--- src/rtl/indirect_access_cntrl_pkg.sv ---
// Shared types and constants for the indirect-access controller.
// Holds the command opcodes, the status codes reported through stat_code,
// the FSM state encoding and the fixed capability/geometry constants of the
// single memory instance this controller fronts.
package indirect_access_cntrl_pkg;

  localparam int                   N_REG_ADDR_BITS = 11;
  localparam int                   ADDR_W          = 9;   // 512 entries
  localparam int                   N_DATA_BITS     = 96;
  localparam int                   N_TIMER_BITS    = 6;
  localparam int                   N_TABLES        = 1;
  localparam int                   ALIGNMENT       = 2;
  localparam int                   N_ENTRIES       = 512;
  localparam logic [10:0]          CMND_ADDRESS    = 11'h080;
  localparam logic [10:0]          STAT_ADDRESS    = 11'h070;
  localparam logic [3:0]           MEM_TYPE        = 4'd0;
  localparam logic [15:0]          CAPABILITIES    = 16'hC17F;
  localparam logic [4:0]           N_DATAWORDS     = 5'd2;

  typedef enum logic [3:0] {
    OP_NOP            = 4'd0,
    OP_READ           = 4'd1,
    OP_WRITE          = 4'd2,
    OP_ENABLE         = 4'd3,
    OP_DISABLE        = 4'd4,
    OP_RESET          = 4'd5,
    OP_INIT           = 4'd6,
    OP_INIT_INC       = 4'd7,
    OP_SET_INIT_START = 4'd8,
    OP_COMPARE        = 4'd9,
    OP_SIM_TMO        = 4'd14,
    OP_ACK_ERROR      = 4'd15
  } ia_operation_e;

  typedef enum logic [2:0] {
    ST_RDY = 3'd0,
    ST_BSY = 3'd1,
    ST_TMO = 3'd2,
    ST_OVR = 3'd3,
    ST_NXM = 3'd4,
    ST_UOP = 3'd5,
    ST_PDN = 3'd7
  } ia_status_e;

  typedef enum logic [3:0] {
    S_POWERDOWN,
    S_READY,
    S_DO_WRITE,
    S_DO_READ,
    S_READ_DONE,
    S_DO_COMPARE,
    S_COMPARE_WAIT,
    S_COMPARE_DONE,
    S_DO_RESET,
    S_DO_INIT,
    S_ERROR
  } state_e;

endpackage

--- src/rtl/indirect_access_cntrl_if.sv ---
// Single-port memory interface between the indirect-access controller
// (master) and the memory instance / arbiter (slave).
//   sw_cs/sw_ce/sw_we : chip select, compare enable, write enable
//   sw_add, sw_wdat   : access address and write data
//   sw_rdat           : read data, sw_match/sw_aindex : compare result
//   grant             : arbiter grant, yield : controller asks to yield
//   reset             : a reset/init sweep is in progress
interface indirect_access_cntrl_if;
  import indirect_access_cntrl_pkg::*;

  logic                   sw_cs;
  logic                   sw_ce;
  logic                   sw_we;
  logic [ADDR_W-1:0]      sw_add;
  logic [N_DATA_BITS-1:0] sw_wdat;
  logic [N_DATA_BITS-1:0] sw_rdat;
  logic                   sw_match;
  logic [7:0]             sw_aindex;
  logic                   grant;
  logic                   yield;
  logic                   reset;

  modport master (
    output sw_cs, sw_ce, sw_we, sw_add, sw_wdat, yield, reset,
    input  sw_rdat, sw_match, sw_aindex, grant
  );

  modport slave (
    input  sw_cs, sw_ce, sw_we, sw_add, sw_wdat, yield, reset,
    output sw_rdat, sw_match, sw_aindex, grant
  );

endinterface

--- src/rtl/indirect_access_cntrl.sv ---
// Indirect-access controller: decodes command writes to the CSR command
// register and runs read/write/compare/reset/init sequences on one
// single-port memory, reporting progress and errors through stat_code.
// Ports:
//   clk, rst_n                 clock, async active-low reset
//   wr_stb, reg_addr           CSR write strobe and address
//   cmnd_op/addr/table_id      command fields
//   stat_*, capability_*       status and capability outputs
//   enable                     table usable (not in powerdown init)
//   addr_limit                 per-table maximum address
//   wr_dat, rd_dat             CSR data in, registered data out
//   mem                        memory interface (master side)
//
// state          | meaning
// POWERDOWN      | table disabled, rd_dat follows wr_dat
// READY          | idle, accepting commands
// DO_WRITE       | write pending, waiting for grant
// DO_READ        | read pending, waiting for grant
// READ_DONE      | capture read data
// DO_COMPARE     | compare pending, waiting for grant
// COMPARE_WAIT   | memory compare pipeline stage
// COMPARE_DONE   | capture match/index
// DO_RESET       | clearing entries 0..maxaddr
// DO_INIT        | writing wr_dat from rst_addr up to cmnd_addr
// ERROR          | error latched until ACK_ERROR
module indirect_access_cntrl
  import indirect_access_cntrl_pkg::*;
(
  input  logic                                clk,
  input  logic                                rst_n,
  input  logic                                wr_stb,
  input  logic [N_REG_ADDR_BITS-1:0]          reg_addr,
  input  logic [3:0]                          cmnd_op,
  input  logic [ADDR_W-1:0]                   cmnd_addr,
  input  logic                                cmnd_table_id,
  output logic [2:0]                          stat_code,
  output logic [4:0]                          stat_datawords,
  output logic [ADDR_W-1:0]                   stat_addr,
  output logic                                stat_table_id,
  output logic [15:0]                         capability_lst,
  output logic [3:0]                          capability_type,
  output logic                                enable,
  input  logic [N_TABLES-1:0][ADDR_W-1:0]     addr_limit,
  input  logic [N_DATA_BITS-1:0]              wr_dat,
  output logic [N_DATA_BITS-1:0]              rd_dat,
  indirect_access_cntrl_if.master             mem
);

  state_e                  state, nxt;
  ia_status_e              stat_r;
  logic                    init_r, sim_tmo_r, rst_r, rst_or_ini_r;
  logic                    cs_r, ce_r, we_r;
  logic [N_TIMER_BITS-1:0] timer_r;
  logic [ADDR_W-1:0]       rst_addr_r, maxaddr;
  logic                    cmnd_valid, cmnd_issued, unsupported_op, badaddr;
  logic                    igrant, timeout, tbl;
  logic                    op_read, op_write, op_enable, op_disable, op_reset;
  logic                    op_init, op_set_start, op_compare, op_sim_tmo, op_ack;

  // Only one table exists, so the table id never selects beyond entry 0.
  assign tbl = (N_TABLES > 1) ? cmnd_table_id : 1'b0;

  always_comb begin
    cmnd_valid     = wr_stb && (reg_addr == CMND_ADDRESS);
    op_read        = cmnd_valid && (cmnd_op == OP_READ);
    op_write       = cmnd_valid && (cmnd_op == OP_WRITE);
    op_enable      = cmnd_valid && (cmnd_op == OP_ENABLE);
    op_disable     = cmnd_valid && (cmnd_op == OP_DISABLE);
    op_reset       = cmnd_valid && (cmnd_op == OP_RESET);
    op_init        = cmnd_valid && ((cmnd_op == OP_INIT) || (cmnd_op == OP_INIT_INC));
    op_set_start   = cmnd_valid && (cmnd_op == OP_SET_INIT_START);
    op_compare     = cmnd_valid && (cmnd_op == OP_COMPARE);
    op_sim_tmo     = cmnd_valid && (cmnd_op == OP_SIM_TMO);
    op_ack         = cmnd_valid && (cmnd_op == OP_ACK_ERROR);
    unsupported_op = cmnd_valid && (cmnd_op >= 4'd10) && (cmnd_op <= 4'd13);
    cmnd_issued    = cmnd_valid && (cmnd_op != OP_NOP) && (cmnd_op != OP_SIM_TMO);
    maxaddr        = init_r ? '0 : addr_limit[tbl];
    badaddr        = cmnd_issued && (cmnd_addr > maxaddr);
    // A simulated timeout masks the grant so the busy state times out.
    igrant         = mem.grant && !sim_tmo_r;
    timeout        = &timer_r;

    nxt = state;
    case (state)
      S_POWERDOWN:    if (op_enable) nxt = S_READY;
      S_READY: begin
        if (op_write)            nxt = S_DO_WRITE;
        else if (op_read)        nxt = S_DO_READ;
        else if (op_compare)     nxt = S_DO_COMPARE;
        else if (op_reset)       nxt = S_DO_RESET;
        else if (op_init)        nxt = S_DO_INIT;
        else if (op_disable)     nxt = S_POWERDOWN;
        else if (unsupported_op) nxt = S_ERROR;
      end
      S_DO_WRITE:     if (igrant) nxt = S_READY;
      S_DO_READ:      if (igrant) nxt = S_READ_DONE;
      S_READ_DONE:    nxt = S_READY;
      S_DO_COMPARE:   if (igrant) nxt = S_COMPARE_WAIT;
      S_COMPARE_WAIT: nxt = S_COMPARE_DONE;
      S_COMPARE_DONE: nxt = S_READY;
      S_DO_RESET:     if (igrant && (rst_addr_r == maxaddr)) nxt = S_READY;
      S_DO_INIT:      if (igrant && (rst_addr_r == cmnd_addr)) nxt = S_READY;
      S_ERROR:        if (op_ack) nxt = init_r ? S_POWERDOWN : S_READY;
      default:        nxt = S_POWERDOWN;
    endcase

    // A timeout or a new command while a sequence is running is an error.
    if ((timeout || cmnd_issued) &&
        !(state inside {S_POWERDOWN, S_READY, S_ERROR}))
      nxt = S_ERROR;
    if (badaddr)
      nxt = S_ERROR;
  end

  always_ff @(posedge clk or negedge rst_n) begin
    if (!rst_n) begin
      state        <= S_POWERDOWN;
      stat_r       <= ST_PDN;
      init_r       <= 1'b1;
      rd_dat       <= '0;
      cs_r         <= 1'b0;
      ce_r         <= 1'b0;
      we_r         <= 1'b0;
      timer_r      <= '0;
      rst_addr_r   <= '0;
      sim_tmo_r    <= 1'b0;
      rst_r        <= 1'b0;
      rst_or_ini_r <= 1'b0;
    end else begin
      state        <= nxt;
      cs_r         <= 1'b0;
      ce_r         <= 1'b0;
      we_r         <= 1'b0;
      rst_r        <= 1'b0;
      rst_or_ini_r <= 1'b0;

      timer_r <= '0;
      if (nxt inside {S_DO_WRITE, S_DO_READ, S_DO_COMPARE, S_DO_RESET, S_DO_INIT})
        timer_r <= timer_r + 1'b1;
      if (igrant)
        timer_r <= '0;

      if (op_sim_tmo)
        sim_tmo_r <= 1'b1;
      else if (timeout)
        sim_tmo_r <= 1'b0;

      case (state)
        S_POWERDOWN:    rd_dat <= wr_dat;
        S_READ_DONE:    rd_dat <= mem.sw_rdat;
        S_COMPARE_DONE: rd_dat <= {87'b0, mem.sw_match, mem.sw_aindex};
        default: ;
      endcase

      if (state == S_POWERDOWN && nxt == S_READY)
        init_r <= 1'b0;

      if (state inside {S_DO_RESET, S_DO_INIT})
        rst_addr_r <= rst_addr_r + {{(ADDR_W-1){1'b0}}, igrant};
      if (op_set_start)
        rst_addr_r <= cmnd_addr;
      if (op_reset)
        rst_addr_r <= '0;

      case (nxt)
        S_POWERDOWN: begin
          stat_r <= ST_PDN;
          if (state != S_POWERDOWN) init_r <= 1'b1;
        end
        S_READY: stat_r <= ST_RDY;
        S_ERROR: begin
          // Status is latched on entry so the first cause is what software sees.
          if (state != S_ERROR) begin
            if (unsupported_op) stat_r <= ST_UOP;
            else if (badaddr)   stat_r <= ST_NXM;
            else if (timeout)   stat_r <= ST_TMO;
            else                stat_r <= ST_OVR;
          end
        end
        S_DO_WRITE: begin
          stat_r <= ST_BSY;
          cs_r   <= 1'b1;
          we_r   <= 1'b1;
        end
        S_DO_READ: begin
          stat_r <= ST_BSY;
          cs_r   <= 1'b1;
        end
        S_DO_COMPARE: begin
          stat_r <= ST_BSY;
          cs_r   <= 1'b1;
          ce_r   <= 1'b1;
        end
        S_DO_INIT: begin
          stat_r       <= ST_BSY;
          cs_r         <= 1'b1;
          we_r         <= 1'b1;
          rst_or_ini_r <= 1'b1;
        end
        S_DO_RESET: begin
          stat_r       <= ST_BSY;
          cs_r         <= 1'b1;
          we_r         <= 1'b1;
          rst_or_ini_r <= 1'b1;
          rst_r        <= 1'b1;
        end
        default: stat_r <= ST_BSY;
      endcase
    end
  end

  assign stat_code       = stat_r;
  assign stat_datawords  = N_DATAWORDS;
  assign stat_addr       = maxaddr;
  assign stat_table_id   = 1'b0;
  assign capability_lst  = CAPABILITIES;
  assign capability_type = MEM_TYPE;
  assign enable          = !init_r;

  assign mem.sw_cs   = cs_r;
  assign mem.sw_ce   = ce_r;
  assign mem.sw_we   = we_r;
  assign mem.sw_add  = rst_or_ini_r ? rst_addr_r : cmnd_addr;
  assign mem.sw_wdat = rst_r ? '0 : wr_dat;
  assign mem.yield   = timer_r[N_TIMER_BITS-1];
  assign mem.reset   = rst_or_ini_r;

endmodule

--- src/flat_wrapper.sv ---
// flat-port wrapper written by rule: the top's interface ports become plain ports
module indirect_access_cntrl_flat import indirect_access_cntrl_pkg::*;
  (clk, rst_n, wr_stb, reg_addr, cmnd_op, cmnd_addr, cmnd_table_id, stat_code, stat_datawords, stat_addr, stat_table_id, capability_lst, capability_type, enable, addr_limit, wr_dat, rd_dat, mem_sw_cs, mem_sw_ce, mem_sw_we, mem_sw_add, mem_sw_wdat, mem_yield, mem_reset, mem_sw_rdat, mem_sw_match, mem_sw_aindex, mem_grant);
  indirect_access_cntrl_if mem_i ();
  input  logic clk;
  input  logic rst_n;
  input  logic wr_stb;
  input  logic [N_REG_ADDR_BITS-1:0] reg_addr;
  input  logic [3:0] cmnd_op;
  input  logic [ADDR_W-1:0] cmnd_addr;
  input  logic cmnd_table_id;
  output logic [2:0] stat_code;
  output logic [4:0] stat_datawords;
  output logic [ADDR_W-1:0] stat_addr;
  output logic stat_table_id;
  output logic [15:0] capability_lst;
  output logic [3:0] capability_type;
  output logic enable;
  input  logic [N_TABLES-1:0][ADDR_W-1:0] addr_limit;
  input  logic [N_DATA_BITS-1:0] wr_dat;
  output logic [N_DATA_BITS-1:0] rd_dat;
  output wire logic [$bits(mem_i.sw_cs)-1:0] mem_sw_cs;
  output wire logic [$bits(mem_i.sw_ce)-1:0] mem_sw_ce;
  output wire logic [$bits(mem_i.sw_we)-1:0] mem_sw_we;
  output wire logic [$bits(mem_i.sw_add)-1:0] mem_sw_add;
  output wire logic [$bits(mem_i.sw_wdat)-1:0] mem_sw_wdat;
  output wire logic [$bits(mem_i.yield)-1:0] mem_yield;
  output wire logic [$bits(mem_i.reset)-1:0] mem_reset;
  input wire logic [$bits(mem_i.sw_rdat)-1:0] mem_sw_rdat;
  input wire logic [$bits(mem_i.sw_match)-1:0] mem_sw_match;
  input wire logic [$bits(mem_i.sw_aindex)-1:0] mem_sw_aindex;
  input wire logic [$bits(mem_i.grant)-1:0] mem_grant;
  assign mem_sw_cs = mem_i.sw_cs;
  assign mem_sw_ce = mem_i.sw_ce;
  assign mem_sw_we = mem_i.sw_we;
  assign mem_sw_add = mem_i.sw_add;
  assign mem_sw_wdat = mem_i.sw_wdat;
  assign mem_yield = mem_i.yield;
  assign mem_reset = mem_i.reset;
  assign mem_i.sw_rdat = mem_sw_rdat;
  assign mem_i.sw_match = mem_sw_match;
  assign mem_i.sw_aindex = mem_sw_aindex;
  assign mem_i.grant = mem_grant;
  indirect_access_cntrl u_core (.clk(clk), .rst_n(rst_n), .wr_stb(wr_stb), .reg_addr(reg_addr), .cmnd_op(cmnd_op), .cmnd_addr(cmnd_addr), .cmnd_table_id(cmnd_table_id), .stat_code(stat_code), .stat_datawords(stat_datawords), .stat_addr(stat_addr), .stat_table_id(stat_table_id), .capability_lst(capability_lst), .capability_type(capability_type), .enable(enable), .addr_limit(addr_limit), .wr_dat(wr_dat), .rd_dat(rd_dat), .mem(mem_i));
endmodule
--- config.mk ---
export PLATFORM = sky130hd
export DESIGN_NAME = indirect_access_cntrl_flat
export DESIGN_NICKNAME = d
export VERILOG_FILES = /design/src/rtl/indirect_access_cntrl_pkg.sv /design/src/rtl/indirect_access_cntrl_if.sv /design/src/rtl/indirect_access_cntrl.sv /design/src/flat_wrapper.sv
export SDC_FILE = /design/constraint.sdc
export NUM_CORES = 1
export LEC_CHECK = 0
export ABC_CLOCK_PERIOD_IN_PS = 3400
export BUFFER_PORTS_ARGS = -buffer_cell sky130_fd_sc_hd__buf_4
export CAP_MARGIN = 10
export CORE_AREA = 2 2 187 189
export CTS_BUF_LIST = sky130_fd_sc_hd__clkbuf_2 sky130_fd_sc_hd__clkbuf_4 sky130_fd_sc_hd__clkbuf_8
export DETAILED_ROUTE_END_ITERATION = 6
export DIE_AREA = 0 0 189 191
export HOLD_SLACK_MARGIN = 0.15
export PLACE_DENSITY_LB_ADDON = 0.1
export SYNTH_ARGS = -nofsm -noshare
export SYNTH_HDL_FRONTEND = slang
export SYNTH_SLANG_ARGS = --single-unit
--- constraint.sdc ---
create_clock -name clk -period 3.4 [get_ports clk]
set_input_delay 0.51 -clock clk [delete_from_list [all_inputs] [get_ports clk]]
set_output_delay 0.51 -clock clk [all_outputs]
set_load 0.02 [all_outputs]
==> out/qor.csv <==
metric,value,unit
syn_inst,901,
ys_ff_latch,125,
rows,68,
hold_class,in2reg,
grtUsageTotal,18.3,%
htree_levels,4,
die_y,191,um
rrSetupSlack,290,ps
grt_pass1_vias,7862,
via_count,7963,
cp-end-kind,flop,
clkLatencyLatePin,440,ps
hold_start,mem_sw_rdat[61],
drt-pass1-iter-count,4,
syn2layout_area_growth,54.5,%
routabilityCongestion,0.811,
synth-edff-count,0,
yosys_warnings,0,
cp-start-kind,flop,
r2r.worst_path.cells,10,
setup_slack,288,ps
place_inst,1768,
die_area,0.0361,mm2
drc_errors,0,
required,3750,ps
cp_top_family,compound AO/OA/AOI/OAI gates,
fin_area,0.0122,mm2
drv_cap,0,
ys.flop_type,dfrtp_1,
fin_worst_skew,19.8,ps
layout.cells.non_filler,1800,
final_core_util,35.8,%
placed_area,0.0118,mm2
crit_path_max_fanout,15,
cts_buffers,17,
cts_setup_buffers,0,
cts-root-buf,clkbuf_8,
relSlewSlack,47.2,%
clk_pin_slew,80,ps
reg2reg_from,u_core.init_r,
dr.first_iter.drc_count,285,
cts.sinks,125,
cp_num_buf_inv,1,
arrival,3460,ps
cts_tree,done,
syn_area_per_cell,8.78,um2
vdd_drop_max,0.272,mV
wirelength,34400,um
post-place-ws,151,ps
period_share,91.5,%
final.setup.tns,0,ps
fmax,321,MHz
hold_path_depth,3,
path_cells,"clkinvlp_4, nand2_1, ha_1, o211ai_1, o21ai_0, o31ai_2, o31ai_4, a22oi_4, or4_4, a221oi_2",
hold_viol_final,0,
postRouteAntennaNets,0,
min_period,3110,ps
setup_viol,0,
yosysUniqueCellTypes,66,
ctsLongestPathBuffers,2,
crit_path_top_delay_cell,dfstp_2,
chipWidth,189,um
port_buffers,456,
grt_pass1_wl,49900,um
fillCellCount,3642,
status,"complete, no violations",
slowest_delay,560,ps
regArea,0.00314,mm2
grt_max_degree,77,
critPathKind,reg2reg,
vias_per_cell,4.42,
core,0.0341,mm2
ios,484,
cellPowerDensity,739,mW/mm2
layout-drive-gt1-share,40.0,%
hold_end,u_core.rd_dat[61],
ys_seq_area_share,39.6,%
grt_overflow,0,
leakagePower,0.00581,uW
tightest_slew,791,ps
netlist_area,0.00791,mm2
drv_slew,0,
antenna_found_initial,1,
multi_input_area,0.00437,mm2
nets,1584,
synthArstFlopShare,100,%
hpwl,26600,um
wire_per_inst,19.1,um
rsz0062_at_grt,no,
r2r_end,u_core.init_r,
start_util,23.2,%
## worst max path at each step
stage	slack [ps]	from	cells past startpoint	end
global route	30	u_core.init_r	10	u_core.init_r
global placement	180	u_core.init_r	9	u_core.init_r
finish	290	u_core.init_r	10	u_core.init_r
detailed placement	150	u_core.init_r	9	u_core.init_r
floorplan	520	u_core.init_r	11	u_core.init_r
CTS	130	u_core.init_r	9	u_core.init_r
## repair_timing
action | 4_1_cts | 5_1_grt
hold buffers | 1 | 0
endpoints found under the setup margin | 0 | 4
resized for setup | 0 | 2
hold endpoints to repair | 61 | 0
## cell type report
class / instances / share of cell area, %
inverters: 22 / 0.706
clock buffers: 23 / 2.49
repair buffers: 476 / 29.6
clock inverters: 7 / 1.11
diodes: 1 / 0.0205
well taps: 455 / 4.66
flip-flops and latches: 125 / 25.7
multi-input cells: 691 / 35.8
## stage by stage
step	total power, uW	hold slack (ps)
after floorplan	5330	214
after global placement	7600	458
after detailed placement	7600	490
after CTS	9160	212
after global routing	9600	229
final	9040	263
## cells by family (layout without fill, tap and decap cells)
family	count (synthesis)	count (layout)	synth area share, %
AOI/OAI and AO/OA	175	175	13.4
xor gates and xnor gates	24	24	2.66
muxes	97	97	12.4
buffers and inverters	109	528	6.45
adders and majority gates	12	12	1.90
other	2	27	0.0949
and+or+nand+nor	357	357	23.5
DFF	125	125	39.6
## cells in the final DEF, fill, tap and decap left out, types with 6 or more instances in the layout
cell      Yosys  layout
mux2_2        8       8
a21oi_1      13      13
a22oi_1      13      13
a31oi_1      10      10
nand4_1       9       9
conb_1        2      26
nand2b_1      9       9
clkbuf_8      0      21
buf_4        26     471
nand3_1       7       7
and3_1        9       9
nand2_1     132     132
xnor2_1       7       7
dfrtp_1     121     120
mux2i_1      89      89
nor2b_1     102     102
ha_1         12      12
o21ai_0     106     106
nor2_1       43      43
xor2_1       17      17
nor3_1       12      11
inv_1        22      21
a211oi_1      6       6
## sequential cells by signal, summed over array words and instances, names as in the netlist
| register | count |
|---|---|
| u_core.mem.sw_we | 1 |
| u_core.timer_r | 6 |
| u_core.sim_tmo_r | 1 |
| u_core.init_r | 1 |
| u_core.rd_dat | 96 |
| u_core.state | 4 |
| u_core.rst_addr_r | 9 |
| u_core.rst_r | 1 |
| u_core.mem.sw_cs | 1 |
| u_core.mem.reset | 1 |
| u_core.stat_code | 3 |
| u_core.mem.sw_ce | 1 |
## routing by layer
layer	part of all wire [%]	GRT usage [%]	up-vias	routed length, um
met1	43	23.7	3719	14900
met2	49	30.5	310	16700
met3	7.2	4.74	20	2470
met5	0	0	-	0
li1	-	-	3914	-
met4	1.1	4.33	0	378
## cell usage after synthesis, types with 9 or more instances
library cell | n | area share [%]
nor2b_1 | 102 | 8.1
a21oi_1 | 13 | 0.82
nor3_1 | 12 | 0.76
nand2b_1 | 9 | 0.71
nand2_1 | 132 | 6.3
ha_1 | 12 | 1.9
and3_1 | 9 | 0.71
mux2i_1 | 89 | 11
a22oi_1 | 13 | 1.2
a31oi_1 | 10 | 0.79
buf_4 | 26 | 2.5
dfrtp_1 | 121 | 38
o21ai_0 | 106 | 6.7
nand4_1 | 9 | 0.71
inv_1 | 22 | 1.0
xor2_1 | 17 | 1.9
nor2_1 | 43 | 2.0
clkbuf_1 | 53 | 2.5
## report_power, final
part	total, uW	switching [uW]	leakage, uW	internal [uW]
sequential	2570	474	0.00150	2100
clock	1510	627	0.000228	884
combinational	4960	2810	0.00408	2150
total	9040	3910	0.00581	5130
## tightest hold or removal path: cells and delay by family
family	cells	cell delay, ps
buffers and inverters	1	80
AO/OA/AOI/OAI	1	50
AND/OR/NAND/NOR	1	30
(Power assumes the default switching activity.)
